## config.mk

```make
export PLATFORM = sky130hd
export DESIGN_NAME = eval_console_sink
export DESIGN_NICKNAME = d
export VERILOG_FILES = /design/src/rtl/eval_console_sink.sv
export SDC_FILE = /design/constraint.sdc
export NUM_CORES = 1
export LEC_CHECK = 0
export CORE_UTILIZATION = 41
export DETAILED_ROUTE_END_ITERATION = 6
export SLEW_MARGIN = 20
export SYNTH_ARGS = -nofsm -noshare
export SYNTH_HDL_FRONTEND = slang
export SYNTH_SLANG_ARGS = --single-unit
```

## constraint.sdc

```tcl
create_clock -name clk -period 3.3 [get_ports clk]
set_clock_uncertainty 0.05 [all_clocks]
set_input_delay 0.495 -clock clk [delete_from_list [all_inputs] [get_ports clk]]
set_output_delay 0.495 -clock clk [all_outputs]
set_load 0.02 [all_outputs]
```

## src/rtl/eval_console_sink.sv

```systemverilog
// Multi-lane evaluator console sink: per-lane FIFOs merged round-robin
// onto one channel-tagged character stream, with halt/drain/done tracking.
module eval_console_sink #(
  parameter int CHANNELS   = 2,
  parameter int DATA_W     = 32,
  parameter int CHAR_W     = 8,
  parameter int DEPTH      = 16,
  parameter int IDLE_LIMIT = 1024,
  localparam int CH_W = (CHANNELS > 1) ? $clog2(CHANNELS) : 1
) (
  input  logic                       clk,
  input  logic                       reset,
  input  logic [CHANNELS-1:0]        in_valid,
  input  logic [CHANNELS*DATA_W-1:0] in_data,
  input  logic                       in_halt,
  output logic                       out_valid,
  input  logic                       out_ready,
  output logic [CHAR_W-1:0]          out_char,
  output logic [CH_W-1:0]            out_chan,
  output logic [CHANNELS-1:0]        overflow,
  output logic                       timeout,
  output logic                       done,
  output logic [31:0]                char_count
);

  localparam int AW = $clog2(DEPTH);
  localparam int IW = $clog2(IDLE_LIMIT + 1);

  typedef enum logic [1:0] {
    S_RUN,
    S_DRAIN,
    S_DONE
  } state_t;

  state_t              r_state;
  logic [CHAR_W-1:0]   r_mem [CHANNELS][DEPTH];
  logic [AW:0]         r_wptr [CHANNELS];
  logic [AW:0]         r_rptr [CHANNELS];
  logic [CH_W-1:0]     r_rr;
  logic                r_out_valid;
  logic [CHAR_W-1:0]   r_out_char;
  logic [CH_W-1:0]     r_out_chan;
  logic [CHANNELS-1:0] r_overflow;
  logic                r_timeout;
  logic                r_done;
  logic [31:0]         r_count;
  logic [IW-1:0]       r_idle;

  logic [CHANNELS-1:0] w_empty;
  logic [CHANNELS-1:0] w_full;
  logic [CHANNELS-1:0] w_push;
  logic [CHANNELS-1:0] w_drop;
  logic [CHANNELS-1:0] w_pop;
  logic                w_run;
  logic                w_load;
  logic                w_found;
  logic [CH_W-1:0]     w_grant;
  logic [CHAR_W-1:0]   w_head;
  logic                w_unused;

  assign w_run    = (r_state == S_RUN);
  assign w_load   = ~r_out_valid | out_ready;
  assign w_unused = ^in_data;

  // Full/empty come from start-of-cycle pointers, so a same-cycle pop
  // never makes room for a push and a push never bypasses to the output.
  always_comb begin
    w_empty = '0;
    w_full  = '0;
    w_push  = '0;
    w_drop  = '0;
    for (int i = 0; i < CHANNELS; i++) begin
      w_empty[i] = (r_wptr[i] == r_rptr[i]);
      w_full[i]  = (r_wptr[i][AW] != r_rptr[i][AW]) &&
                   (r_wptr[i][AW-1:0] == r_rptr[i][AW-1:0]);
      w_push[i]  = in_valid[i] & w_run & ~w_full[i];
      w_drop[i]  = in_valid[i] & w_run & w_full[i];
    end
  end

  always_comb begin
    w_found = 1'b0;
    w_grant = '0;
    w_head  = '0;
    for (int k = 0; k < CHANNELS; k++) begin
      for (int i = 0; i < CHANNELS; i++) begin
        if (!w_found && !w_empty[i] &&
            i == (int'(r_rr) + k) % CHANNELS) begin
          w_found = 1'b1;
          w_grant = CH_W'(i);
          w_head  = r_mem[i][r_rptr[i][AW-1:0]];
        end
      end
    end
  end

  always_comb begin
    w_pop = '0;
    for (int i = 0; i < CHANNELS; i++)
      w_pop[i] = w_load & w_found & (int'(w_grant) == i);
  end

  always_ff @(posedge clk) begin
    for (int i = 0; i < CHANNELS; i++)
      if (w_push[i])
        r_mem[i][r_wptr[i][AW-1:0]] <=
          in_data[i*DATA_W +: CHAR_W];
  end

  always_ff @(posedge clk or negedge reset) begin
    if (!reset) begin
      for (int i = 0; i < CHANNELS; i++) begin
        r_wptr[i] <= '0;
        r_rptr[i] <= '0;
      end
      r_overflow <= '0;
    end else begin
      for (int i = 0; i < CHANNELS; i++) begin
        if (w_push[i]) r_wptr[i] <= r_wptr[i] + 1'b1;
        if (w_pop[i])  r_rptr[i] <= r_rptr[i] + 1'b1;
      end
      r_overflow <= r_overflow | w_drop;
    end
  end

  always_ff @(posedge clk or negedge reset) begin
    if (!reset) begin
      r_out_valid <= 1'b0;
      r_out_char  <= '0;
      r_out_chan  <= '0;
      r_rr        <= '0;
      r_count     <= '0;
    end else begin
      if (w_load) begin
        r_out_valid <= w_found;
        if (w_found) begin
          r_out_char <= w_head;
          r_out_chan <= w_grant;
          r_rr <= (int'(w_grant) == CHANNELS - 1) ?
                  '0 : w_grant + 1'b1;
        end
      end
      if (r_out_valid && out_ready && r_count != 32'hFFFF_FFFF)
        r_count <= r_count + 32'd1;
    end
  end

  always_ff @(posedge clk or negedge reset) begin
    if (!reset) begin
      r_state <= S_RUN;
      r_done  <= 1'b0;
    end else begin
      unique case (r_state)
        S_RUN:
          if (in_halt) r_state <= S_DRAIN;
        S_DRAIN:
          if (&w_empty && !r_out_valid) begin
            r_state <= S_DONE;
            r_done  <= 1'b1;
          end
        S_DONE:
          r_done <= 1'b1;
        default:
          r_state <= S_RUN;
      endcase
    end
  end

  // Watchdog only observes the lanes while capture is live.
  always_ff @(posedge clk or negedge reset) begin
    if (!reset) begin
      r_idle    <= '0;
      r_timeout <= 1'b0;
    end else if (w_run) begin
      if (|in_valid) begin
        r_idle <= '0;
      end else if (r_idle != IW'(IDLE_LIMIT)) begin
        r_idle <= r_idle + 1'b1;
        if (r_idle == IW'(IDLE_LIMIT - 1))
          r_timeout <= 1'b1;
      end
    end
  end

  assign out_valid  = r_out_valid;
  assign out_char   = r_out_char;
  assign out_chan   = r_out_chan;
  assign overflow   = r_overflow;
  assign timeout    = r_timeout;
  assign done       = r_done;
  assign char_count = r_count;

endmodule

```

# ---- Yosys cells after proc, flatten, opt, wreduce, memory -nomap -nowiden
# Memories as Yosys holds them, arrays and structs flattened.
# Cells that the tools add are included.
# W data, S select, Z words.
dict set report totals {
  regBits 80
  ram_bits 256
  inputBits 70
  output_inout_bits 46
  elab_cells 130
  memories 1
}
# memory depth width read_ports rd_ports_with_merged_regs write_ports line
set memory_table {}
lappend memory_table {r_mem 2 128 2 0 2 36} ;# logic [CHAR_W-1:0] r_mem [CHANNELS][DEPTH];
dict set report op_classes {
  n_addsub 8
  magnitude_cmp 6
  eq_ne 14
  muxes 33
  bitwise 22
  n_reduce_logical 32
}
# op n
set ops {}
lappend ops {{$mux W128} 2}
lappend ops {{$mux W8} 10}
lappend ops {{$bmux W8 S4} 2}
lappend ops {{$demux W8 S4} 2}
lappend ops {{$logic_not A32 Y1} 2}
lappend ops {{$add A32 B1 Y32 const B} 1}
lappend ops {{$ne A32 B32 Y1 const B} 1}
lappend ops {{$mux W11} 2}
lappend ops {{$add A5 B1 Y5 const B} 4}
lappend ops {{$ge A5 B5 Y1 const B} 4}
lappend ops {{$not A4 Y5} 4}
lappend ops {{$logic_and A1 B1 Y1} 14}
lappend ops {{$add A11 B1 Y11 const B} 1}
lappend ops {{$eq A11 B10 Y1 const B} 1}
lappend ops {{$mux W1} 11}
lappend ops {{$ne A11 B11 Y1 const B} 1}
lappend ops {{$eq A5 B5 Y1} 2}
lappend ops {{$lt A5 B1 Y1 const B} 2}
lappend ops {{$and A1 B1 Y1} 9}
lappend ops {{$eq A4 B4 Y1} 2}
lappend ops {{$reduce_and A2 Y1} 4}
lappend ops {{$logic_not A1 Y1} 6}
lappend ops {{$not A1 Y1} 6}
lappend ops {{$pmux W2 S3} 1}
lappend ops {{other kinds (16)} 21}

# ---- Longest topological paths before layout
# Gate-level depths: netlist of run 1.
dict set report logic_depth {
  depth_word 18
  depth_mapped 8
  depth_no_buf 7
}

# ---- Worst setup path after synthesis of run 1
# Ideal clock, no wire load.
dict set report synth_path {
  kind {reg2reg}
  from {register r_rptr[5] (netlist name)}
  to {memory r_mem[0][100] (netlist name), enable pin}
  setup_time_ns 0.383
  t_arrival_ns 1.899
  t_required_ns 2.867
  slack_ns 0.968
  path_stages_with_launch 8
  path_buffers 2
  synth_period_minus_slack_ns 2.332
  path_cell_list {dfrtp_1 -> buf_2 -> xnor2_1 -> and4_1 -> a21oi_1 -> buf_2 -> nand2_1 -> nor3_1}
}
# element line
set synth_lines {}
lappend synth_lines {{start: declaration} 38} ;# logic [AW:0] r_rptr [CHANNELS];
lappend synth_lines {{start signal: indexed assignment} 120} ;# if (w_pop[i]) r_rptr[i] <= r_rptr[i] + 1'b1;
lappend synth_lines {{end: declaration} 36}

# ---- Final worst setup path of run 1
dict set report layout_path {
  from {register r_rptr[5] (netlist name)}
  to {register r_out_char[2] (netlist: out_char[2])}
}
dict set report layout_between {
  elab_chain_cells 17
  word_cells_on_any_way 25
}
# element line
set layout_lines {}
lappend layout_lines {{$eq A5 B5 Y1} 73} ;# w_empty[i] = (r_wptr[i] == r_rptr[i]);
lappend layout_lines {{$logic_not A1 Y1} 87} ;# if (!w_found && !w_empty[i] &&
lappend layout_lines {{$logic_and A1 B1 Y1} 87}
lappend layout_lines {{$mux W1} 87}
lappend layout_lines {{$logic_not A1 Y1} 87}
lappend layout_lines {{$logic_and A1 B1 Y1 (2 in a row)} 87}
lappend layout_lines {{$mux W1} 87}
lappend layout_lines {{$logic_not A1 Y1} 87}
lappend layout_lines {{$logic_and A1 B1 Y1 (2 in a row)} 87}
lappend layout_lines {{$mux W1} 87}
lappend layout_lines {{$logic_not A1 Y1} 87}
lappend layout_lines {{$logic_and A1 B1 Y1 (2 in a row)} 87}
lappend layout_lines {{$mux W1} 87}
lappend layout_lines {{$reduce_and A2 Y1 (no line)} --}
lappend layout_lines {{end signal: assignment} 137} ;# r_out_char <= w_head;
lappend layout_lines {{end: declaration} 41} ;# logic [CHAR_W-1:0] r_out_char;
# Parallel ways exist; a longest one is shown, timed or not. The select of a mux whose other input is x is not followed.
# A chain may end at the register's enable or synchronous reset.

==> results of run 1 <==
[cell families after synthesis]
kind of cell	after synthesis
DFF	336
muxes	103
AOI/OAI and AO/OA	55
buffers and inverters	57
xor gates and xnor gates	60
and+or+nand+nor	204
adders and majority gates	13
[routing by layer]
metal	track usage (%)	part of all wire [%]
met1	23.9	46
met4	5.55	2.3
met5	0	0
met2	26.7	47
met3	3.26	4.3
[report_power, final]
part	internal, mW	switching, mW
clock	2.26	1.64
sequential	4.75	0.273
combinational	1.52	1.63
[layout by cell type (no fill, tap or decap), drive strengths merged, types with 5 or more instances in the layout]
cell type	instances
nor2b	8
clkinv	14
and4	7
clkdlybuf4s50	66
inv	18
edfxtp	256
nand4	30
xor2	12
and3	37
o21ai	11
nand3	16
and2	5
or3	7
ha	13
mux4	63
nand2b	7
nor3	14
mux2	10
o211ai	6
buf	19
a21oi	11
nor2	29
nand2	31
xnor2	48
mux2i	30
clkbuf	51
dfrtp	80
[critical path, stage by stage, from the launching register on]
cell	delay (ns)
dfrtp_2	0.60
buf_4	0.42
mux4_2	0.56
mux2i_1	0.20
nor2_1	0.07
a21oi_1	0.26
o211ai_1	0.12
[flip-flops by register name, summed over array words and instances, names as in the netlist, 2 cells and up]
signal and count:
char_count 32, r_rptr 10, r_wptr 10, out_char 8, overflow 2, r_state 2, r_mem 256, r_idle 11
[metrics by stage]
| stage | cell area [sq um] | total power [mW] | std cells | utilization, % |
|---|---|---|---|---|
| finish | 16400 | 12.1 | 1390 | 48.7 |
| global route | 16400 | 12.6 | 1390 | 48.7 |
| CTS | 16400 | 12.2 | 1390 | 48.7 |
| detailed placement | 15200 | 8.30 | 1321 | 45.2 |
| global placement | 15200 | 8.28 | 1321 | 45.2 |
| floorplan | 14000 | 7.28 | 828 | - |
[worst min path at each step]
| stage | endpoint | start | cells past startpoint |
|---|---|---|---|
| 6_report | timeout | reset | 2 |
| 5_1_grt | timeout | reset | 2 |
| 4_1_cts | timeout | reset | 2 |
| 3_5_place_dp | timeout | reset | 1 |
| 3_3_place_gp | done | done | 1 |
| 2_1_floorplan | char_count[0] | reset | 0 |
[area by class of cell]
class	instances	area [sq um]
Fill cell	2786	17200
Clock inverter	17	128
Tap cell	448	561
Inverter	17	63.8
Timing Repair Buffer	86	826
Multi-Input combinational cell	435	4080
Clock buffer	51	1020
Sequential cell	336	9690
[what timing repair did]
item	CTS	global route
setup endpoints to repair	0	0
hold endpoints to repair	31	0
hold buffers	1	0
==> results_dict.tcl, run 1 <==
set metrics [dict create \
    syn_area_per_cell_sq_um 16.9 \
    place_ws_ns 0.652 \
    boundaryPins 116 \
    timing.max_cap.violations 0 \
    whs_ns 0.412 \
    crit_required_ns 3.65 \
    drt.antenna.violating_nets 0 \
    yosysWarnings 0 \
    async_reset_ff_share_pct 23.8 \
    htreeDepth 2 \
    synthCells 828 \
    clock_path_buffers 3 \
    root_buffer "clkbuf_16" \
    cts_tree "done" \
    period_needed_ns 2.42 \
    synth_xor_area_share_pct 3.75 \
    cp-end-kind "register" \
    path_class "register to register" \
    reg2reg_to "out_char[2]" \
    powerDensity_nw_per_um2 737 \
    synth.net_count 911 \
    gp_congestion 0.785 \
    setup_tns_ns 0 \
    synthAdderAreaFrac_pct 1.16 \
    slew_headroom_pct 51.2 \
    overflow 0 \
    startpoint_type "register" \
    crit_end "out_char[2]" \
    fp.dieW_microns 187 \
    fmax_mhz 413 \
    synthMuxAreaShare_pct 13.1 \
    finalWirelength_mm 29.1 \
    initialDrtViolationCount 495 \
    outcome "finished, final reports clean" \
    critPathLaunch "r_rptr[5]" \
    core_area_sq_um 33600 \
    io_buffers 67 \
    synth_top_family_by_area "multiplexers" \
    vias 7454 \
    ys_seq_area_share_pct 69.1 \
    netlist_area_sq_um 14000 \
    vias_per_cell 5.36 \
    synth-compound-area-share_pct 2.88 \
    yosys.area_share.simple_pct 8.24 \
    track_usage_pct 17.0 \
    r2r_slack_ns 0.88 \
    synth_top_cell_area_share_pct 54.8 \
    initial_core_util_pct 41.7 \
    drt_first_pass_iters 5 \
    setup_viol 0 \
    die_area_sq_um 34900 \
    antenna_found_initial 0 \
    synth.most_common_cell "edfxtp_1" \
    wl_per_cell_microns 20.9 \
    finalHoldViolCount 0 \
    grt_setup_unrepaired "no" \
    clkSinkCount 336 \
    fin_nets 997 \
    reg2reg_from "r_rptr[5]" \
    hpwlAfterDp_mm 18.5 \
    rr_worst_depth 6 \
    grt_pass1_vias 7475 \
    layout-drive-gt1-share_pct 16.2 \
    grt_pass1_wl_mm 45.1 \
    die_h_microns 187 \
    ir_worst_vdd_mv 0.429 \
    fin_crit_sh_pct 73.4 \
    cts_resized 0 \
    diodes 0 \
    clock_latency_ns 0.52 \
    min_path_type "input port to async pin" \
    final.setup.worst_slack_ns 0.879 \
    ys_ff_latch 336 \
    cts_buffers 38 \
    synth_edf_count 256 \
    drc 0 \
    grt_max_degree 34 \
    path_clk_slew_ns 0.06 \
    cts_setup_buffers 0 \
    drv_slew 0 \
    worst_slew_pin_slew_ns 0.724 \
    rows 67 \
    worstPathArrival_ns 2.77 \
    netlist-cell-type-count 62 \
    power_leakage_nw 5.81 \
    cp_max_fo 20 \
    syn_to_final_growth_pct 16.8 \
    synth_common_cells "edfxtp_1, dfrtp_1, mux4_2" \
    ys.flop_type "edfxtp_1" \
    synthTopCellsByArea "edfxtp_1, dfrtp_1, mux4_2, xnor2_1, mux2i_1" \
    synth_top_cell_by_area "edfxtp_1" \
]
Note: power is estimated with default switching activity, not from simulation.
==> inputs of run 2 (changes only) <==
clock period = 2.5 ns   (was 3.3 ns; I/O delays follow)
==> run 2 against run 1 <==
Net effect:
- global-route usage barely moved
- maximum frequency grew 4.3%
- count of clock-buffer cells in the layout fell by 1
- register-to-register slack worse by 0.70 ns
- sequential share of layout area down 1.1 points
- die area unchanged
- combinational power increased by 37%
- highest routed layer unchanged
==> results_dict.tcl, run 2 (synthesis results as in run 1) <==
set metrics [dict create \
    outcome "finished, final reports clean" \
    syn_to_final_growth_pct 18.9 \
    timing.max_cap.violations 0 \
    grt_pass1_vias 7503 \
    setup_viol 0 \
    power_leakage_nw 5.98 \
    hpwlAfterDp_mm 18.7 \
    place_ws_ns 0.0746 \
    slowest_stage "a31oi_1" \
    grt_pass1_wl_mm 45.1 \
    boundaryPins 116 \
    slew_headroom_pct 42.5 \
    utilization_pct 49.6 \
    whs_ns 0.390 \
    fin_area_sq_um 16700 \
    setup_tns_ns 0 \
    largest_register_ffs 256 \
    layout-drive-gt1-share_pct 18.6 \
    layout_common_cells "edfxtp_1, dfrtp_1, clkdlybuf4s50_1, mux4_2, xnor2_1" \
    initial_core_util_pct 41.7 \
    drt_first_pass_iters 5 \
    cts_tree "done" \
    cts_buffers 37 \
    min_path_type "input port to register" \
    grt_max_degree 69 \
    startpoint_type "register" \
    core_area_sq_um 33600 \
    ir_worst_vdd_mv 0.434 \
    wl_per_cell_microns 20.4 \
    finalWirelength_mm 29.0 \
    path_buf_inv 1 \
    powerDensity_nw_per_um2 958 \
    fmax_mhz 431 \
    clkSinkCount 336 \
    cp_max_fo 9 \
    place_inst 1355 \
    fin_crit_sh_pct 92.9 \
    period_needed_ns 2.32 \
    slowest_delay_ns 0.67 \
    drc 0 \
    path_cells "ha_1, nand3_1, nor4_4, a31oi_1, buf_4, nand4_1, xnor2_1" \
    vias_per_cell 5.28 \
    final.setup.worst_slack_ns 0.179 \
    p_total_mw 16.0 \
    grt_setup_unrepaired "no" \
    htreeDepth 2 \
    finalHoldViolCount 0 \
    drv_slew 0 \
    initialDrtViolationCount 527 \
    io_buffers 67 \
    fp.dieW_microns 187 \
    dpl_cell_area_sq_um 15500 \
    drt.antenna.violating_nets 0 \
    fin_cells 1424 \
    cp-end-kind "register" \
    crit_required_ns 2.86 \
    diodes 0 \
    cp_top_family "compound AO/OA/AOI/OAI gates" \
    gp_congestion 0.799 \
    path_class "register to register" \
    die_area_sq_um 34900 \
    worstPathArrival_ns 2.68 \
    num-fill-cells 2799 \
    worst_slew_pin_slew_ns 0.862 \
    die_h_microns 187 \
    rows 67 \
    overflow 0 \
    antenna_found_initial 0 \
    path_clk_slew_ns 0.06 \
    fin_nets 1030 \
    final_common_cell "edfxtp_1" \
    vias 7516 \
    track_usage_pct 17.0 \
    clock_latency_ns 0.54 \
    clock_path_buffers 3 \
    root_buffer "clkbuf_16" \
]
==> run 2: layout make-up <==
| class | instances | area [sq um] | share of cell area (%) |
|---|---|---|---|
| Timing Repair Buffer | 120 | 1160 | 6.93 |
| Clock buffer | 50 | 975 | 5.85 |
| Sequential cell | 336 | 9690 | 58.1 |
| Tap cell | 448 | 561 | 3.36 |
| Inverter | 17 | 63.8 | 0.383 |
| Clock inverter | 18 | 149 | 0.893 |
| Multi-Input combinational cell | 435 | 4080 | 24.5 |
==> run 2: path summary, 6_finish.rpt <==
path / start / end / slack (ns) / cells past startpoint
max in group asynchronous: reset / r_idle[7] / 1.31 / 3
hold / removal: in_halt / r_state[0] / 0.39 / 3
setup reg to reg: char_count[1] / char_count[3] / 0.18 / 7
hold reg to reg: overflow[0] / overflow[0] / 0.43 / 1
min in group asynchronous: reset / char_count[2] / 0.44 / 2
setup / recovery: char_count[1] / char_count[3] / 0.18 / 7
==> run 2: worst register-to-register path, delay by kind of cell (launching register included) <==
family / cells / cell delay, ns
xor gates and xnor gates: 1 / 0.14
and+or+nand+nor: 3 / 0.43
AOI/OAI and AO/OA: 1 / 0.67
buffers and inverters: 1 / 0.27
adders and majority gates: 1 / 0.22
DFF: 1 / 0.42
==> run 2: timing repair <==
action                                 in CTS  in global routing
buffers inserted                            0                  0
endpoints found under the hold margin      66                  0
setup endpoints to repair                   0                  0
resized for setup                           0                  0
hold buffers                                1                  0
==> run 2: where the power goes <==
part,switching (mW),internal [mW]
clock network,2.16,2.88
logic,2.17,2.15
registers,0.349,6.27
==> run 2: per-layer routing <==
metal / vias to the layer above / global-route usage, % / share of wire (%)
met4: 0 / 4.70 / 1.9
met3: 36 / 2.91 / 4.1
met5: - / 0 / 0
met1: 3818 / 24.6 / 47
li1: 3486 / - / -
met2: 176 / 26.4 / 47
==> inputs of run 3 (changes only) <==
TNS_END_PERCENT = 100   (was default)
==> results of run 3 <==
Same layout as run 2: the final DEF is identical, and so are final timing and power.
